===== src/rtl/sdram_arb_pkg.sv =====
`default_nettype none
// ============================================================================
// Module      : sdram_arb_pkg
// Description : Shared types and constants for the three-port SDRAM arbiter:
//               FSM state encoding, port identifiers and read-return tag.
// Revision    : 1.0 - initial release
// ============================================================================
package sdram_arb_pkg;

  // Width of the burst length held in each read-return tag
  localparam int TAG_BURST_W = 4;

  // Port identifiers
  localparam logic [1:0] PORT_SCAN = 2'd0;
  localparam logic [1:0] PORT_RAST = 2'd1;
  localparam logic [1:0] PORT_HOST = 2'd2;

  typedef enum logic [1:0] {
    IDLE        = 2'd0,
    READ_CMD    = 2'd1,
    WRITE_BURST = 2'd2
  } arb_state_t;

  // One entry per outstanding read command: who issued it and how many beats
  typedef struct packed {
    logic [1:0]             id;
    logic [TAG_BURST_W-1:0] burst;
  } tag_t;

endpackage
`default_nettype wire


===== src/rtl/sdram_arb_tag_fifo.sv =====
`default_nettype none
// ============================================================================
// Module      : sdram_arb_tag_fifo
// Description : In-order FIFO of read-return tags. Push and pop may occur in
//               the same cycle; pushes while full and pops while empty are
//               ignored.
// Revision    : 1.0 - initial release
// ============================================================================
module sdram_arb_tag_fifo
  import sdram_arb_pkg::*;
#(
  parameter int DEPTH = 4
) (
  input  logic clk,
  input  logic reset_n,
  input  logic push,
  input  tag_t push_tag,
  input  logic pop,
  output logic full,
  output logic empty,
  output tag_t head
);

  localparam int PTR_W = (DEPTH > 1) ? $clog2(DEPTH) : 1;

  tag_t             r_mem [DEPTH];
  logic [PTR_W-1:0] r_wr_ptr;
  logic [PTR_W-1:0] r_rd_ptr;
  logic [PTR_W:0]   r_count;

  logic w_push_en;
  logic w_pop_en;

  assign full      = (r_count == (PTR_W+1)'(DEPTH));
  assign empty     = (r_count == '0);
  assign head      = r_mem[r_rd_ptr];
  assign w_push_en = push && !full;
  assign w_pop_en  = pop && !empty;

  // Storage array, written at the write pointer on every accepted push
  always_ff @(posedge clk) begin
    if (w_push_en) begin
      r_mem[r_wr_ptr] <= push_tag;
    end
  end

  // Pointer and occupancy bookkeeping; reset discards every pending tag
  always_ff @(posedge clk) begin
    if (!reset_n) begin
      r_wr_ptr <= '0;
      r_rd_ptr <= '0;
      r_count  <= '0;
    end else begin
      if (w_push_en) begin
        r_wr_ptr <= r_wr_ptr + 1'b1;
      end
      if (w_pop_en) begin
        r_rd_ptr <= r_rd_ptr + 1'b1;
      end
      case ({w_push_en, w_pop_en})
        2'b10:   r_count <= r_count + 1'b1;
        2'b01:   r_count <= r_count - 1'b1;
        default: r_count <= r_count;
      endcase
    end
  end

endmodule
`default_nettype wire


===== src/rtl/sdram_arbiter.sv =====
`default_nettype none
// ============================================================================
// Module      : sdram_arbiter
// Description : Three-port Avalon-MM burst arbiter in front of the SDRAM
//               controller. Port 0 (scanout) has strict priority, ports 1
//               and 2 share round-robin. Read beats return to their issuer
//               through an in-order tag FIFO.
// Revision    : 1.0 - initial release
// ============================================================================
module sdram_arbiter
  import sdram_arb_pkg::*;
#(
  parameter int ADDR_W   = 25,
  parameter int DATA_W   = 32,
  parameter int BURST_W  = 4,
  parameter int MAX_PEND = 4
) (
  input  logic                  clk,
  input  logic                  reset_n,
  input  logic [2:0]            req_read,
  input  logic [2:0]            req_write,
  input  logic [3*ADDR_W-1:0]   req_addr,
  input  logic [3*DATA_W-1:0]   req_writedata,
  input  logic [3*DATA_W/8-1:0] req_byteenable,
  input  logic [3*BURST_W-1:0]  req_burstcount,
  output logic [2:0]            req_waitrequest,
  output logic [DATA_W-1:0]     req_readdata,
  output logic [2:0]            req_readdatavalid,
  output logic                  m_read,
  output logic                  m_write,
  output logic [ADDR_W-1:0]     m_addr,
  output logic [DATA_W-1:0]     m_writedata,
  output logic [DATA_W/8-1:0]   m_byteenable,
  output logic [BURST_W-1:0]    m_burstcount,
  input  logic                  m_waitrequest,
  input  logic [DATA_W-1:0]     m_readdata,
  input  logic                  m_readdatavalid,
  output logic                  err_orphan
);

  localparam int BE_W = DATA_W / 8;

  arb_state_t         r_state;
  logic [1:0]         r_gnt;
  logic               r_rr;
  logic [BURST_W-1:0] r_wbeat;
  logic [BURST_W-1:0] r_rbeat;
  logic [DATA_W-1:0]  r_rdata;
  logic [2:0]         r_rdv;
  logic               r_err;

  logic [ADDR_W-1:0]  w_sel_addr;
  logic [DATA_W-1:0]  w_sel_wdata;
  logic [BE_W-1:0]    w_sel_be;
  logic [BURST_W-1:0] w_sel_bc;
  logic [BURST_W-1:0] w_eff_bc;
  logic               w_active;
  logic [2:0]         w_elig;
  logic               w_win_valid;
  logic [1:0]         w_win;
  logic               w_win_write;
  logic               w_full;
  logic               w_empty;
  tag_t               w_head;
  tag_t               w_push_tag;
  logic               w_push;
  logic               w_pop;

  // Mux the command fields of the currently granted port
  always_comb begin
    w_sel_addr  = '0;
    w_sel_wdata = '0;
    w_sel_be    = '0;
    w_sel_bc    = '0;
    case (r_gnt)
      PORT_SCAN: begin
        w_sel_addr  = req_addr[0*ADDR_W +: ADDR_W];
        w_sel_wdata = req_writedata[0*DATA_W +: DATA_W];
        w_sel_be    = req_byteenable[0*BE_W +: BE_W];
        w_sel_bc    = req_burstcount[0*BURST_W +: BURST_W];
      end
      PORT_RAST: begin
        w_sel_addr  = req_addr[1*ADDR_W +: ADDR_W];
        w_sel_wdata = req_writedata[1*DATA_W +: DATA_W];
        w_sel_be    = req_byteenable[1*BE_W +: BE_W];
        w_sel_bc    = req_burstcount[1*BURST_W +: BURST_W];
      end
      PORT_HOST: begin
        w_sel_addr  = req_addr[2*ADDR_W +: ADDR_W];
        w_sel_wdata = req_writedata[2*DATA_W +: DATA_W];
        w_sel_be    = req_byteenable[2*BE_W +: BE_W];
        w_sel_bc    = req_burstcount[2*BURST_W +: BURST_W];
      end
      default: ;
    endcase
  end

  // A zero burstcount is treated as a single beat
  assign w_eff_bc = (w_sel_bc == '0) ? BURST_W'(1) : w_sel_bc;
  assign w_active = (r_state != IDLE);

  // Reads are eligible only while a tag slot is free; writes always are
  for (genvar gi = 0; gi < 3; gi++) begin : g_elig
    assign w_elig[gi] = req_write[gi] | (req_read[gi] & ~w_full);
  end

  // Strict priority for scanout, round-robin between rasteriser and host
  always_comb begin
    w_win_valid = 1'b0;
    w_win       = PORT_SCAN;
    if (w_elig[0]) begin
      w_win_valid = 1'b1;
      w_win       = PORT_SCAN;
    end else if (!r_rr) begin
      if (w_elig[1]) begin
        w_win_valid = 1'b1;
        w_win       = PORT_RAST;
      end else if (w_elig[2]) begin
        w_win_valid = 1'b1;
        w_win       = PORT_HOST;
      end
    end else begin
      if (w_elig[2]) begin
        w_win_valid = 1'b1;
        w_win       = PORT_HOST;
      end else if (w_elig[1]) begin
        w_win_valid = 1'b1;
        w_win       = PORT_RAST;
      end
    end
  end

  // A port strobing both read and write is served as a write
  always_comb begin
    w_win_write = 1'b0;
    case (w_win)
      PORT_SCAN: w_win_write = req_write[0];
      PORT_RAST: w_win_write = req_write[1];
      PORT_HOST: w_win_write = req_write[2];
      default:   w_win_write = 1'b0;
    endcase
  end

  // Command FSM: arbitrate in IDLE, hold the grant through the command/burst
  always_ff @(posedge clk) begin
    if (!reset_n) begin
      r_state <= IDLE;
      r_gnt   <= 2'd0;
      r_rr    <= 1'b0;
      r_wbeat <= '0;
    end else begin
      case (r_state)
        IDLE: begin
          r_wbeat <= '0;
          if (w_win_valid) begin
            r_gnt   <= w_win;
            r_state <= w_win_write ? WRITE_BURST : READ_CMD;
            if (w_win == PORT_RAST) begin
              r_rr <= 1'b1;
            end else if (w_win == PORT_HOST) begin
              r_rr <= 1'b0;
            end
          end
        end
        READ_CMD: begin
          if (!m_waitrequest) begin
            r_state <= IDLE;
          end
        end
        WRITE_BURST: begin
          if (!m_waitrequest) begin
            if (r_wbeat + 1'b1 == w_eff_bc) begin
              r_wbeat <= '0;
              r_state <= IDLE;
            end else begin
              r_wbeat <= r_wbeat + 1'b1;
            end
          end
        end
        default: r_state <= IDLE;
      endcase
    end
  end

  assign m_read       = (r_state == READ_CMD);
  assign m_write      = (r_state == WRITE_BURST);
  assign m_addr       = w_active ? w_sel_addr  : '0;
  assign m_writedata  = w_active ? w_sel_wdata : '0;
  assign m_byteenable = w_active ? w_sel_be    : '0;
  assign m_burstcount = w_active ? w_eff_bc    : '0;

  for (genvar gi = 0; gi < 3; gi++) begin : g_wait
    assign req_waitrequest[gi] = (w_active && (r_gnt == 2'(gi))) ? m_waitrequest : 1'b1;
  end

  assign w_push         = m_read && !m_waitrequest;
  assign w_push_tag.id    = r_gnt;
  assign w_push_tag.burst = TAG_BURST_W'(w_eff_bc);
  assign w_pop          = m_readdatavalid && !w_empty &&
                          (r_rbeat + 1'b1 == BURST_W'(w_head.burst));

  sdram_arb_tag_fifo #(
    .DEPTH (MAX_PEND)
  ) u_tag_fifo (
    .clk      (clk),
    .reset_n  (reset_n),
    .push     (w_push),
    .push_tag (w_push_tag),
    .pop      (w_pop),
    .full     (w_full),
    .empty    (w_empty),
    .head     (w_head)
  );

  // Steer returning beats to the head tag's owner; flag beats with no owner
  always_ff @(posedge clk) begin
    if (!reset_n) begin
      r_rbeat <= '0;
      r_rdata <= '0;
      r_rdv   <= 3'b000;
      r_err   <= 1'b0;
    end else begin
      r_rdv <= 3'b000;
      if (m_readdatavalid) begin
        if (w_empty) begin
          r_err <= 1'b1;
        end else begin
          r_rdata <= m_readdata;
          r_rdv   <= 3'b001 << w_head.id;
          r_rbeat <= w_pop ? '0 : r_rbeat + 1'b1;
        end
      end
    end
  end

  assign req_readdata      = r_rdata;
  assign req_readdatavalid = r_rdv;
  assign err_orphan        = r_err;

endmodule
`default_nettype wire


===== config.mk =====
export PLATFORM = sky130hd
export DESIGN_NAME = sdram_arbiter
export DESIGN_NICKNAME = d
export VERILOG_FILES = /design/src/rtl/sdram_arb_pkg.sv /design/src/rtl/sdram_arb_tag_fifo.sv /design/src/rtl/sdram_arbiter.sv
export SDC_FILE = /design/constraint.sdc
export NUM_CORES = 1
export LEC_CHECK = 0
export ABC_AREA = 1
export CAP_MARGIN = 20
export CORE_ASPECT_RATIO = 0.75
export CORE_UTILIZATION = 33
export CTS_CLUSTER_SIZE = 20
export DETAILED_ROUTE_END_ITERATION = 8
export PLACE_DENSITY = 0.77
export SETUP_SLACK_MARGIN = 0.2
export SLEW_MARGIN = 15
export SYNTH_ARGS = -nofsm -noshare
export SYNTH_HDL_FRONTEND = slang
export SYNTH_HIERARCHICAL = 1
export SYNTH_SLANG_ARGS = --single-unit
export TNS_END_PERCENT = 50

===== constraint.sdc =====
create_clock -name clk -period 2.17 [get_ports clk]
set_input_delay 0.217 -clock clk [delete_from_list [all_inputs] [get_ports clk]]
set_output_delay 0.217 -clock clk [all_outputs]
set_load 0.02 [all_outputs]

==> flow_summary.json, run 1 <==
{
  "relSlewSlack_pct": 62.6,
  "ys.warnings.count": 6,
  "synth-compound-area-share_pct": 8.26,
  "setup_viol": 2,
  "first_pass_iters": 5,
  "crit_top_cell": "inv_2",
  "hold_class": "in2reg",
  "final_nets": 1499,
  "worst_pin_slew_ns": 0.555,
  "grt_pass1_vias": 6263,
  "clock_path_buffers": 2,
  "start_util_pct": 34.3,
  "clock-root-buffer": "clkbuf_16",
  "numCtsBuffers": 9,
  "slowest_stage": "dfxtp_4",
  "route.detailed.drc": 0,
  "die_area_sq_mm": 0.0165,
  "clkSinkCount": 82,
  "synth_top_area_share_pct": 22.0,
  "cts_hold_buf": 0,
  "crit_family": "simple AND/OR/NAND/NOR gates",
  "io_buffers": 342,
  "ir_drop_v": 0.000871,
  "n_fill_cell": 1285,
  "antenna_found_initial": 1,
  "post-route-util_pct": 70.5,
  "grt_overflow": 0,
  "avgSynthCellArea_sq_um": 6.18,
  "final_common_cell": "clkdlybuf4s50_1",
  "hpwlAfterDp_mm": 18.5,
  "hold_violations": 0,
  "critical_path_arrival_ns": 2.56,
  "syn_area_sq_mm": 0.00529,
  "crit_chain": "inv_4 -> nor2_1 -> o22ai_1 -> inv_1 -> a21oi_2 -> nand2_1 -> nor2_1 -> nand3b_1 -> inv_2 -> nand2_2 -> inv_2 -> ha_4 -> inv_2 -> fa_2 -> inv_2 -> nand2_2 -> nand3_2 -> nand2_1 -> nand2_1 -> nor2_1",
  "synth-simple-area-share_pct": 40.2,
  "wire_per_inst_um": 18.1,
  "grt_pass1_wl_mm": 35.1,
  "p_per_area_mw_per_mm2": 981,
  "synth_top_family_by_area": "simple AND/OR/NAND/NOR gates",
  "area_growth_pct": 106,
  "syn-num-nets": 1104,
  "cp_max_fo": 7,
  "cts_tree": "yes",
  "end_kind": "flip-flop",
  "ys_seq_elements": 82,
  "fmax_mhz": 429,
  "antennaDiodeCount": 0,
  "required_ns": 2.40,
  "drtIter0Drc": 603,
  "clkLatencyLatePin_ns": 0.33,
  "power_leakage_nw": 5.14,
  "synth_adder_area_share_pct": 2.98,
  "grt_max_degree": 45,
  "total_power_mw": 10.7,
  "max_stage_delay_ns": 0.37,
  "synth_cells": 855,
  "avgViaCountPerCell": 4.91,
  "fin_ws_ns": -0.160,
  "synth_mux_area_share_pct": 0,
  "rows": 39,
  "slew_violations": 0,
  "core_area_sq_mm": 0.0154,
  "io_pins": 343,
  "vias": 7169,
  "synth_area_leaders": "dfxtp_1 (22%), nand2_1 (21%), edfxtp_1 (14%)",
  "drive_gt1_share_pct": 29.7,
  "grt_usage_pct": 28.0,
  "final.min_clock_period_ns": 2.33,
  "skew_ns": 0.00946,
  "fin_crit_sh_pct": 107,
  "synth_top_area_cell": "dfxtp_1",
  "die_h_um": 112,
  "worstSetupPathType": "reg2reg",
  "drtAntennaViolNets": 0,
  "synth_cell_types": 31,
  "startpoint_type": "flip-flop",
  "crit_buf_inv": 6,
  "rsz0062_at_grt": "true",
  "ys_seq_area_share_pct": 35.6,
  "clk_pin_slew_ns": 0.06,
  "synth-xor-area-share_pct": 0.994,
  "violations": "setup timing",
  "layout_common_cells": "clkdlybuf4s50_1 (273), nand2_1 (217), nor2_1 (97), inv_1 (73), buf_6 (55)",
  "h-tree-depth": 3,
  "cap_viol_max_count": 0,
  "outcome": "complete, but fails checks",
  "die_w_um": 148,
  "gp_congestion": 1.01,
  "routed_wl_mm": 26.4,
  "dp_slack_ns": -0.257
}
path summary, 6_finish.rpt:
kind	endpoint	cells after the start	slack, ns	from
worst min-delay path	req_readdata[16]	3	0.47	m_readdata[16]
worst max register to register	u_tag_fifo/r_count[2]	20	-0.16	flip-flop
worst min register to register	r_rbeat[3]	2	0.49	r_rbeat[3]
worst max-delay path	u_tag_fifo/r_count[2]	20	-0.16	flip-flop
metrics by stage:
stage          hold slack, ns  std cells  cell area, sq um  TNS [ns]
4_1_cts                 0.460       1432              9740    -0.276
3_5_place_dp            0.462       1412              9290    -0.402
5_1_grt                 0.468       1459             10900    -0.529
3_3_place_gp            0.450       1412              9290    -0.204
6_report                0.470       1459             10900    -0.260
2_1_floorplan           0.337        855              5310    -0.188
layout make-up:
| cell class | instances | area (sq um) | share of cell area [%] |
|---|---|---|---|
| tap | 205 | 256 | 2.36 |
| multi-input combinational | 610 | 3490 | 32.1 |
| timing repair buffer | 424 | 4460 | 41.0 |
| clock buffer | 10 | 250 | 2.30 |
| inverter | 123 | 487 | 4.48 |
| sequential | 82 | 1900 | 17.5 |
| clock inverter | 5 | 32.5 | 0.299 |
sequential cells by signal, indices dropped and copies added (netlist names), named ones only:
name,flops
u_tag_fifo/r_mem,24
u_tag_fifo/r_rd_ptr,2
u_tag_fifo/r_count,3
r_state,2
r_rbeat,4
req_readdata,32
r_gnt,2
req_readdatavalid,3
u_tag_fifo/r_wr_ptr,2
err_orphan,1
r_rr,1
r_wbeat,4
report_power, final:
group / leakage (nW) / total (mW) / internal (mW) / switching [mW]
clock network: 0.145 / 1.44 / 0.842 / 0.602
logic: 4.30 / 7.28 / 3.30 / 3.98
registers: 0.694 / 1.94 / 1.81 / 0.128
cell usage after synthesis:
cell type,count
dfxtp_1,58
nor3_1,2
nand3_2,4
inv_2,6
xnor2_1,4
nand3_1,87
a21oi_1,24
nor3b_1,1
a211oi_1,1
nor2_1,102
buf_2,3
nor2_2,1
clkinv_1,4
nand2_2,6
nor4_1,1
xor2_1,2
nor2_8,1
inv_1,113
o22ai_1,7
buf_6,2
fa_1,1
nor2_4,2
nand2_1,292
ha_1,11
o21ai_0,53
buf_1,8
nand4_1,5
nand2_4,2
nand3b_1,1
edfxtp_1,24
clkbuf_1,27
tightest hold or removal path, stage by stage:
cell and delay [ns]:
clkdlybuf4s50_1 0.40, nor2_1 0.10, nor2_1 0.05
cell families after synthesis:
family / count (synthesis)
xor gates and xnor gates: 6
buffers and inverters: 163
and+or+nand+nor: 507
adders and majority gates: 12
AOI/OAI and AO/OA: 85
DFF: 82
repair_timing:
item	4_1_cts	5_1_grt
hold endpoints to repair	0	0
pin swaps	7	63
cloned	1	10
buffers inserted	4	17
gates resized for setup	201	401
setup endpoints to repair	72	73
routing by layer:
metal  GRT usage [%]  wire, um  up-vias  part of all wire, %
met5               0         0        -                    0
met4            4.19       317        0                  1.2
met3            8.85      2810       32                   11
met2            44.0     12400      344                   47
met1            38.1     10900     3339                   41
li1                -         -     3454                    -
(Power assumes the default switching activity.)
==> inputs of run 2 (changes only) <==
--- a/config.mk
+++ b/config.mk
@@ -6,9 +6,11 @@
 export NUM_CORES = 1
 export LEC_CHECK = 0
 export ABC_AREA = 1
+export ABC_CLOCK_PERIOD_IN_PS = 2170
 export CAP_MARGIN = 20
 export CORE_ASPECT_RATIO = 0.75
 export CORE_UTILIZATION = 33
+export CTS_CLUSTER_DIAMETER = 80
 export CTS_CLUSTER_SIZE = 20
 export DETAILED_ROUTE_END_ITERATION = 8
 export PLACE_DENSITY = 0.77
==> results of run 2 <==
The final DEF is identical to that of run 1; final timing and power are the same.
